--- src/rtl/mem_bus_arbiter.sv ---
// mem_bus_arbiter
//   Lets two requesters share the single memory_controller port:
//     - video line fetch (read, high priority)
//     - framebuffer fill (write)
//   Only one transaction is outstanding at a time. The address and write data are
//   registered. A starvation counter forces the writer in after WR_STARVE_LIMIT
//   consecutive video grants. A transaction that never completes is aborted after
//   TIMEOUT_CYCLES cycles in WAIT, and the sticky timeout flag is raised.
// Ports
//   clk50M, reset        : clock and synchronous active-high reset
//   vid_req/vid_addr     : video read request; the address is sampled in the grant cycle
//   vid_grant/vid_done   : 1-cycle pulses; vid_data is held until the next vid_done
//   wr_req/wr_addr/wr_data : write request; address and data are sampled in the grant cycle
//   wr_grant/wr_done     : 1-cycle pulses
//   mc_*                 : memory_controller handshake (mc_n_write_enable: 1 read, 0 write)
//   timeout              : sticky abort flag, cleared only by reset
module mem_bus_arbiter #(
    parameter int ADDR_W          = 24,
    parameter int DATA_W          = 16,
    parameter int WR_STARVE_LIMIT = 8,
    parameter int TIMEOUT_CYCLES  = 1024
) (
    input  logic              clk50M,
    input  logic              reset,
    input  logic              vid_req,
    input  logic [ADDR_W-1:0] vid_addr,
    output logic              vid_grant,
    output logic              vid_done,
    output logic [DATA_W-1:0] vid_data,
    input  logic              wr_req,
    input  logic [ADDR_W-1:0] wr_addr,
    input  logic [DATA_W-1:0] wr_data,
    output logic              wr_grant,
    output logic              wr_done,
    output logic              mc_request,
    output logic              mc_n_write_enable,
    output logic [ADDR_W-1:0] mc_addr,
    output logic [DATA_W-1:0] mc_data_write,
    input  logic [DATA_W-1:0] mc_data_read,
    input  logic              mc_data_ready,
    input  logic              mc_save_ready,
    input  logic              mc_busy,
    output logic              timeout
);
    localparam int SW = $clog2(WR_STARVE_LIMIT + 1);
    localparam int TW = $clog2(TIMEOUT_CYCLES);
    localparam logic [SW-1:0] STARVE_MAX = SW'(WR_STARVE_LIMIT);
    localparam logic [TW-1:0] TMO_LAST   = TW'(TIMEOUT_CYCLES - 1);

    typedef enum logic [1:0] {S_IDLE, S_WAIT, S_RELEASE} state_t;

    state_t            state_q, state_d;
    logic [SW-1:0]     starve_q, starve_d;
    logic [TW-1:0]     tmo_cnt_q, tmo_cnt_d;
    logic              owner_wr_q, owner_wr_d;
    logic              mc_request_q, mc_request_d;
    logic              nwe_q, nwe_d;
    logic [ADDR_W-1:0] addr_q, addr_d;
    logic [DATA_W-1:0] wdata_q, wdata_d;
    logic [DATA_W-1:0] vid_data_q, vid_data_d;
    logic              vid_done_q, vid_done_d;
    logic              wr_done_q, wr_done_d;
    logic              timeout_q, timeout_d;
    logic              grant_vid, grant_wr, finish;

    always_comb begin
        state_d      = state_q;
        starve_d     = starve_q;
        tmo_cnt_d    = tmo_cnt_q;
        owner_wr_d   = owner_wr_q;
        mc_request_d = mc_request_q;
        nwe_d        = nwe_q;
        addr_d       = addr_q;
        wdata_d      = wdata_q;
        vid_data_d   = vid_data_q;
        vid_done_d   = 1'b0;
        wr_done_d    = 1'b0;
        timeout_d    = timeout_q;
        grant_vid    = 1'b0;
        grant_wr     = 1'b0;
        finish       = 1'b0;
        case (state_q)
            S_IDLE: begin
                // Once the writer stops asking, it owes nothing to the count.
                if (!wr_req) starve_d = '0;
                if (!mc_busy) begin
                    if (wr_req && (starve_q == STARVE_MAX || !vid_req)) grant_wr = 1'b1;
                    else if (vid_req)                                   grant_vid = 1'b1;
                end
                if (grant_wr) begin
                    starve_d   = '0;
                    owner_wr_d = 1'b1;
                    nwe_d      = 1'b0;
                    addr_d     = wr_addr;
                    wdata_d    = wr_data;
                end
                if (grant_vid) begin
                    if (wr_req && starve_q != STARVE_MAX) starve_d = starve_q + 1'b1;
                    owner_wr_d = 1'b0;
                    nwe_d      = 1'b1;
                    addr_d     = vid_addr;
                end
                if (grant_wr || grant_vid) begin
                    mc_request_d = 1'b1;
                    tmo_cnt_d    = '0;
                    state_d      = S_WAIT;
                end
            end
            S_WAIT: begin
                // Only the strobe that matches the owner's direction completes the transaction.
                if (!owner_wr_q && mc_data_ready) begin
                    vid_data_d = mc_data_read;
                    vid_done_d = 1'b1;
                    finish     = 1'b1;
                end else if (owner_wr_q && mc_save_ready) begin
                    wr_done_d = 1'b1;
                    finish    = 1'b1;
                end else if (tmo_cnt_q == TMO_LAST) begin
                    // On abort the owner still gets its done pulse, and vid_data keeps its old value.
                    timeout_d  = 1'b1;
                    vid_done_d = !owner_wr_q;
                    wr_done_d  = owner_wr_q;
                    finish     = 1'b1;
                end else begin
                    tmo_cnt_d = tmo_cnt_q + 1'b1;
                end
                if (finish) begin
                    mc_request_d = 1'b0;
                    state_d      = S_RELEASE;
                end
            end
            S_RELEASE: begin
                if (!mc_busy) state_d = S_IDLE;
            end
            default: state_d = S_IDLE;
        endcase
    end

    always_ff @(posedge clk50M) begin
        if (reset) begin
            state_q      <= S_IDLE;
            starve_q     <= '0;
            tmo_cnt_q    <= '0;
            owner_wr_q   <= 1'b0;
            mc_request_q <= 1'b0;
            nwe_q        <= 1'b1;
            addr_q       <= '0;
            wdata_q      <= '0;
            vid_data_q   <= '0;
            vid_done_q   <= 1'b0;
            wr_done_q    <= 1'b0;
            timeout_q    <= 1'b0;
        end else begin
            state_q      <= state_d;
            starve_q     <= starve_d;
            tmo_cnt_q    <= tmo_cnt_d;
            owner_wr_q   <= owner_wr_d;
            mc_request_q <= mc_request_d;
            nwe_q        <= nwe_d;
            addr_q       <= addr_d;
            wdata_q      <= wdata_d;
            vid_data_q   <= vid_data_d;
            vid_done_q   <= vid_done_d;
            wr_done_q    <= wr_done_d;
            timeout_q    <= timeout_d;
        end
    end

    // Grants are combinational pulses in the IDLE cycle. They are masked while reset is
    // asserted so that every output sits at its reset value.
    assign vid_grant         = grant_vid && !reset;
    assign wr_grant          = grant_wr && !reset;
    assign vid_done          = vid_done_q;
    assign vid_data          = vid_data_q;
    assign wr_done           = wr_done_q;
    assign mc_request        = mc_request_q;
    assign mc_n_write_enable = nwe_q;
    assign mc_addr           = addr_q;
    assign mc_data_write     = wdata_q;
    assign timeout           = timeout_q;
endmodule

--- config.mk ---
export PLATFORM = sky130hd
export DESIGN_NAME = mem_bus_arbiter
export DESIGN_NICKNAME = d
export VERILOG_FILES = /design/src/rtl/mem_bus_arbiter.sv
export SDC_FILE = /design/constraint.sdc
export NUM_CORES = 1
export LEC_CHECK = 0
export ABC_AREA = 1
export CAP_MARGIN = 15
export CORE_UTILIZATION = 43
export DETAILED_ROUTE_END_ITERATION = 6
export HOLD_SLACK_MARGIN = 0.03
export PLACE_DENSITY_LB_ADDON = 0.08
export REMOVE_ABC_BUFFERS = 1
export SLEW_MARGIN = 30
export SYNTH_ARGS = -nofsm -noshare
export SYNTH_HDL_FRONTEND = slang
export SYNTH_SLANG_ARGS = --single-unit
--- constraint.sdc ---
create_clock -name clk50M -period 2.3 [get_ports clk50M]
set_clock_uncertainty 0.15 [all_clocks]
set_input_delay 0.46 -clock clk50M [delete_from_list [all_inputs] [get_ports clk50M]]
set_output_delay 0.46 -clock clk50M [all_outputs]
set_load 0.01 [all_outputs]
Word-level counts from Yosys, hierarchy flattened
Cells that the tools add are included.

Add/subtract/negate cells: 2. Eq/ne operators: 11. Mux-type cells: 40. Bitwise operators: 3. Reductions and logical operators: 23.

Operators by type and width (count): $mux 24 (2); $mux 10 (4); $mux 1 (24); $pmux 10 s2 (1); $mux 4 (4); $ne 2x2->1 const B (6); $add 10x1->10 const B (1); $eq 10x10->1 const B (1); $logic_and 1x1->1 (6); $mux 2 (3); $pmux 2 s3 (1); $reduce_and 2->1 (3); $reduce_and 3->1 (2); $reduce_and 5->1 (1); $add 4x1->4 const B (1); $eq 4x4->1 const B (1); $ne 4x4->1 const B (1); $reduce_and 4->1 (1); $reduce_bool 2->1 (2); $logic_not 1->1 (3); $not 1->1 (3); $reduce_or 3->1 (1); $eq 2x1->1 const B (1); $eq 2x2->1 const B (1); other kinds (4) (5).

Register bits: 78. Input port bits: 87. Word-level logic and storage cells: 91.

Logic depth before layout (Yosys ltp)
Word-level depth: 9. Mapped depth: 11. Gate-level depth less buffers: 10.

Worst setup path after synthesis
Ideal clock, no wire load.

Path kind: reg2out. Start point: register starve_q[0]. End point: output wr_grant. Arrival time: 1.229 ns. Required time: 1.690 ns. Path slack: 0.461 ns. Stages on the path, launching flop included: 8. Path buffers: 1. Path through: dfxtp_1 inv_1 ha_1 nand3_1 nand2_1 nand4_1 clkbuf_1 nor2_1.

Longest elaborated chain between the ends: 8.

Ends and longest elaborated chain: start: declaration (line 53) `logic [SW-1:0] starve_q, starve_d;`; start signal: assignment (line 155) `starve_q <= starve_d;`; $eq 4x4->1 (line 87) `if (wr_req && (starve_q == STARVE_MAX || !vid_req)) grant_wr = 1'b1;`; $logic_or 1x1->1 (line 87); $logic_and 1x1->1 (line 87); $mux 1 (line 87); $mux 1 (line 86) `if (!mc_busy) begin`; $mux 1 (2 in series) (line 82) `case (state_q)`; $logic_and 1x1->1 (line 172) `assign wr_grant = grant_wr && !reset;`; end: declaration (line 33) `output logic wr_grant,`.

No other way between the ends. The select of a mux whose other input is x is not followed.

Worst setup path in the final report
Start point: input vid_req. End point: output vid_grant.

Longest elaborated chain between the ends: 8. Elaborated cells between the ends (all ways): 9.

Ends and longest elaborated chain: start: declaration (line 25) `input logic vid_req,`; $logic_not 1->1 (line 87); $logic_or 1x1->1 (line 87); $logic_and 1x1->1 (line 87); $mux 1 (*) (line 87); $mux 1 (*) (line 86); $mux 1 (*) (2 in series) (line 82); $logic_and 1x1->1 (*) (line 171) `assign vid_grant = grant_vid && !reset;`; end: declaration (line 27) `output logic vid_grant,`.

Mark *: on every way between the ends. The rest lies on a longest branch, timed or not. The select of a mux whose other input is x is not followed.

==> impl_metrics.ini <==
[clocking]
clkTransAtPathRegs_ns = 0.07
cts_tree = yes
cts-buffers-inserted = 9
worstSkewPairLatency_ns = 0.34
clock_sinks = 78
cts.path.max_buffers = 2
hold_buffers = 0
cts-root-buf = clkbuf_8
cts.htree.levels = 3
cts_setup_buffers = 0

[sta]
rsz0062_at_grt = no
finalCriticalPeriod_ns = 2.16
hold_ws_ns = 0.316
slew_headroom_pct = 68.3
drv_slew = 0
final-hold-violation-count = 0
setup_violations = 0
fmax_mhz = 463
tightest_slew_ns = 0.476
min_period_over_period_pct = 94.0

[grt]
grt_pass1_wl_microns = 15800
grt_max_degree = 45
first_global_vias = 3585
grt_usage_pct = 23.0
overflow = 0
antenna_found_initial = 0

[power_and_ir_drop]
ir_drop_uv = 355
power_w = 0.00322
p_leak_nw = 2.39
powerDensity_mw_per_mm2 = 596

[layout]
fillers = 688
diodes = 0
area_delta_synth_final_pct = 52.2
fin_nets = 777
multi_input_area_sq_mm = 0.00170
seq_area_sq_mm = 0.00156
drive_gt1_share_pct = 8.10

[critical_path]
start_kind = input port
path_buf_inv = 2
crit_top_cell = nand2_2
cp_max_fo = 4
crit_path_max_incr_delay_ns = 0.56
cp_slowest_cell = clkdlybuf4s50_1
arrival_ns = 1.55
worstPathRequired_ns = 1.69
worst-setup-path-type = input port to primary output
cp_top_family = buffers and inverters
crit_chain = clkdlybuf4s50_1 > nand2_2 > nand2_2 > nand3_2 > nor2_4 > buf_2
worst_setup_path_end_kind = primary output

[detailed_routing]
drt-pass1-iter-count = 4
routed_via_density = 4.84
totalWireLength_microns = 9590
drc_errors = 0
num_vias = 3839
routedWlPerCell_microns = 12.1
antenna_left = 0
drt_iter0_drc = 106

[synthesis]
ys_ff_latch = 78
netlist.area_leader.share_pct = 44.0
netlist_area_sq_mm = 0.00355
synth_common_cells = nand2_1, nor2_1, dfxtp_1
ys_types = 27
synth_ff_type = dfxtp_1
postSynthCellCount = 532
synthTopCellsByArea = dfxtp_1, nand2_1, nor2_1
synth-seq-area-share_pct = 44.0
synth-warning-count = 0
synthArstFlopShare_pct = 0
yosys.cell_count.top_type = nand2_1
synth_largest_area_cell = dfxtp_1
avgSynthCellArea_sq_um = 6.68
synth-edff-count = 0

[placement]
place.gp.congestion = 0.829
place_hpwl_microns = 7010
port_buffers = 149

[die]
die-width_microns = 92.9
ios = 150
die_area_sq_mm = 0.00863
num_rows = 32
die_h_microns = 92.9
core_sq_mm = 0.00785
initial_core_util_pct = 45.3

[worst_hold_path]
hp-class = flip-flop to flip-flop

[run_status]
status = finished clean

[flow_run]
cap_violations = 0
==> final cells by class <==
type | count | area share, %
clock inverters | 5 | 1.09
clock buffers | 10 | 2.36
inverters | 53 | 3.68
well taps | 102 | 2.36
flip-flops and latches | 78 | 28.9
repair buffers | 168 | 30.2
multi-input cells | 377 | 31.4
==> worst paths after layout <==
check / from / to / slack (ns) / cells after the start
worst max-delay path: vid_req / vid_grant / 0.14 / 6
worst min-delay path: mc_data_write[2] / mc_data_write[2] / 0.32 / 2
worst max register to register: starve_q[1] / mc_data_write[3] / 0.34 / 9
worst min register to register: mc_data_write[2] / mc_data_write[2] / 0.32 / 2
==> stage by stage <==
stage | TNS (ns) | util (%) | area [sq um] | instances | setup slack [ns]
6_report | 0 | 68.9 | 5410 | 793 | 0.139
5_1_grt | 0 | 68.9 | 5410 | 793 | 0.0279
4_1_cts | 0 | 68.7 | 5390 | 793 | 0.0147
3_5_place_dp | -0.631 | 66.3 | 5200 | 778 | -0.349
3_3_place_gp | -0.500 | 66.3 | 5200 | 778 | -0.297
2_1_floorplan | 0 | - | 3440 | 508 | 0.137
==> kinds of logic (layout without fill, tap and decap cells) <==
kind of cell / count (synthesis) / in the layout / share of synthesized area [%]
and+or+nand+nor: 312 / 312 / 36.8
DFF: 78 / 78 / 44.0
adders and majority gates: 3 / 3 / 1.06
xor gates and xnor gates: 2 / 2 / 0.493
AOI/OAI and AO/OA: 60 / 60 / 8.84
buffers and inverters: 77 / 236 / 8.88
==> per-layer routing <==
| layer | vias up | GRT usage [%] | routed length, microns |
|---|---|---|---|
| li1 | 1969 | - | - |
| met1 | 1765 | 25.5 | 4070 |
| met2 | 97 | 40.1 | 4830 |
| met3 | 8 | 9.20 | 597 |
| met4 | 0 | 6.54 | 95 |
| met5 | - | 0 | 0 |
==> state kept, by name (all words and copies together) (netlist names) <==
register           count
mc_addr               24
mc_data_write         16
mc_n_write_enable      1
mc_request             1
owner_wr_q             1
starve_q               4
state_q                2
timeout                1
tmo_cnt_q             10
vid_data              16
vid_done               1
wr_done                1
==> worst reg2reg max path: stages (launching register included) <==
cell     delay (ns)
dfxtp_2        0.33
inv_1          0.07
ha_1           0.16
nand3_2        0.09
nand2_2        0.09
nand4_1        0.14
buf_4          0.25
inv_1          0.36
nand2_1        0.12
a21oi_1        0.14
==> repair_timing <==
item,4_1_cts,5_1_grt
endpoints found under the setup margin,2,2
gates resized for setup,7,7
pin swaps,0,1
==> report_power, final <==
part | total [W] | internal [W] | leakage, nW | switching, W
Combinational | 0.000725 | 0.000386 | 1.67 | 0.000339
Clock | 0.000994 | 0.000498 | 0.0888 | 0.000496
Sequential | 0.00150 | 0.00144 | 0.639 | 0.0000595
==> placed cells by master, fill, tap and decap left out, drive strengths merged <==
cell,synthesis,final
nor2,111,111
nand4,4,4
clkinv,0,1
o21bai,1,1
nand2,133,133
o21ai,29,29
xor2,2,2
clkbuf,9,11
nand3,60,60
clkdlybuf4s50,0,146
ha,3,3
clkinvlp,0,2
o211ai,1,1
nor3,2,2
or2,2,2
inv,53,54
a21oi,28,28
buf,15,21
bufinv,0,1
o211a,1,1
dfxtp,78,78
No activity file was read; power rests on OpenSTA's default activity.
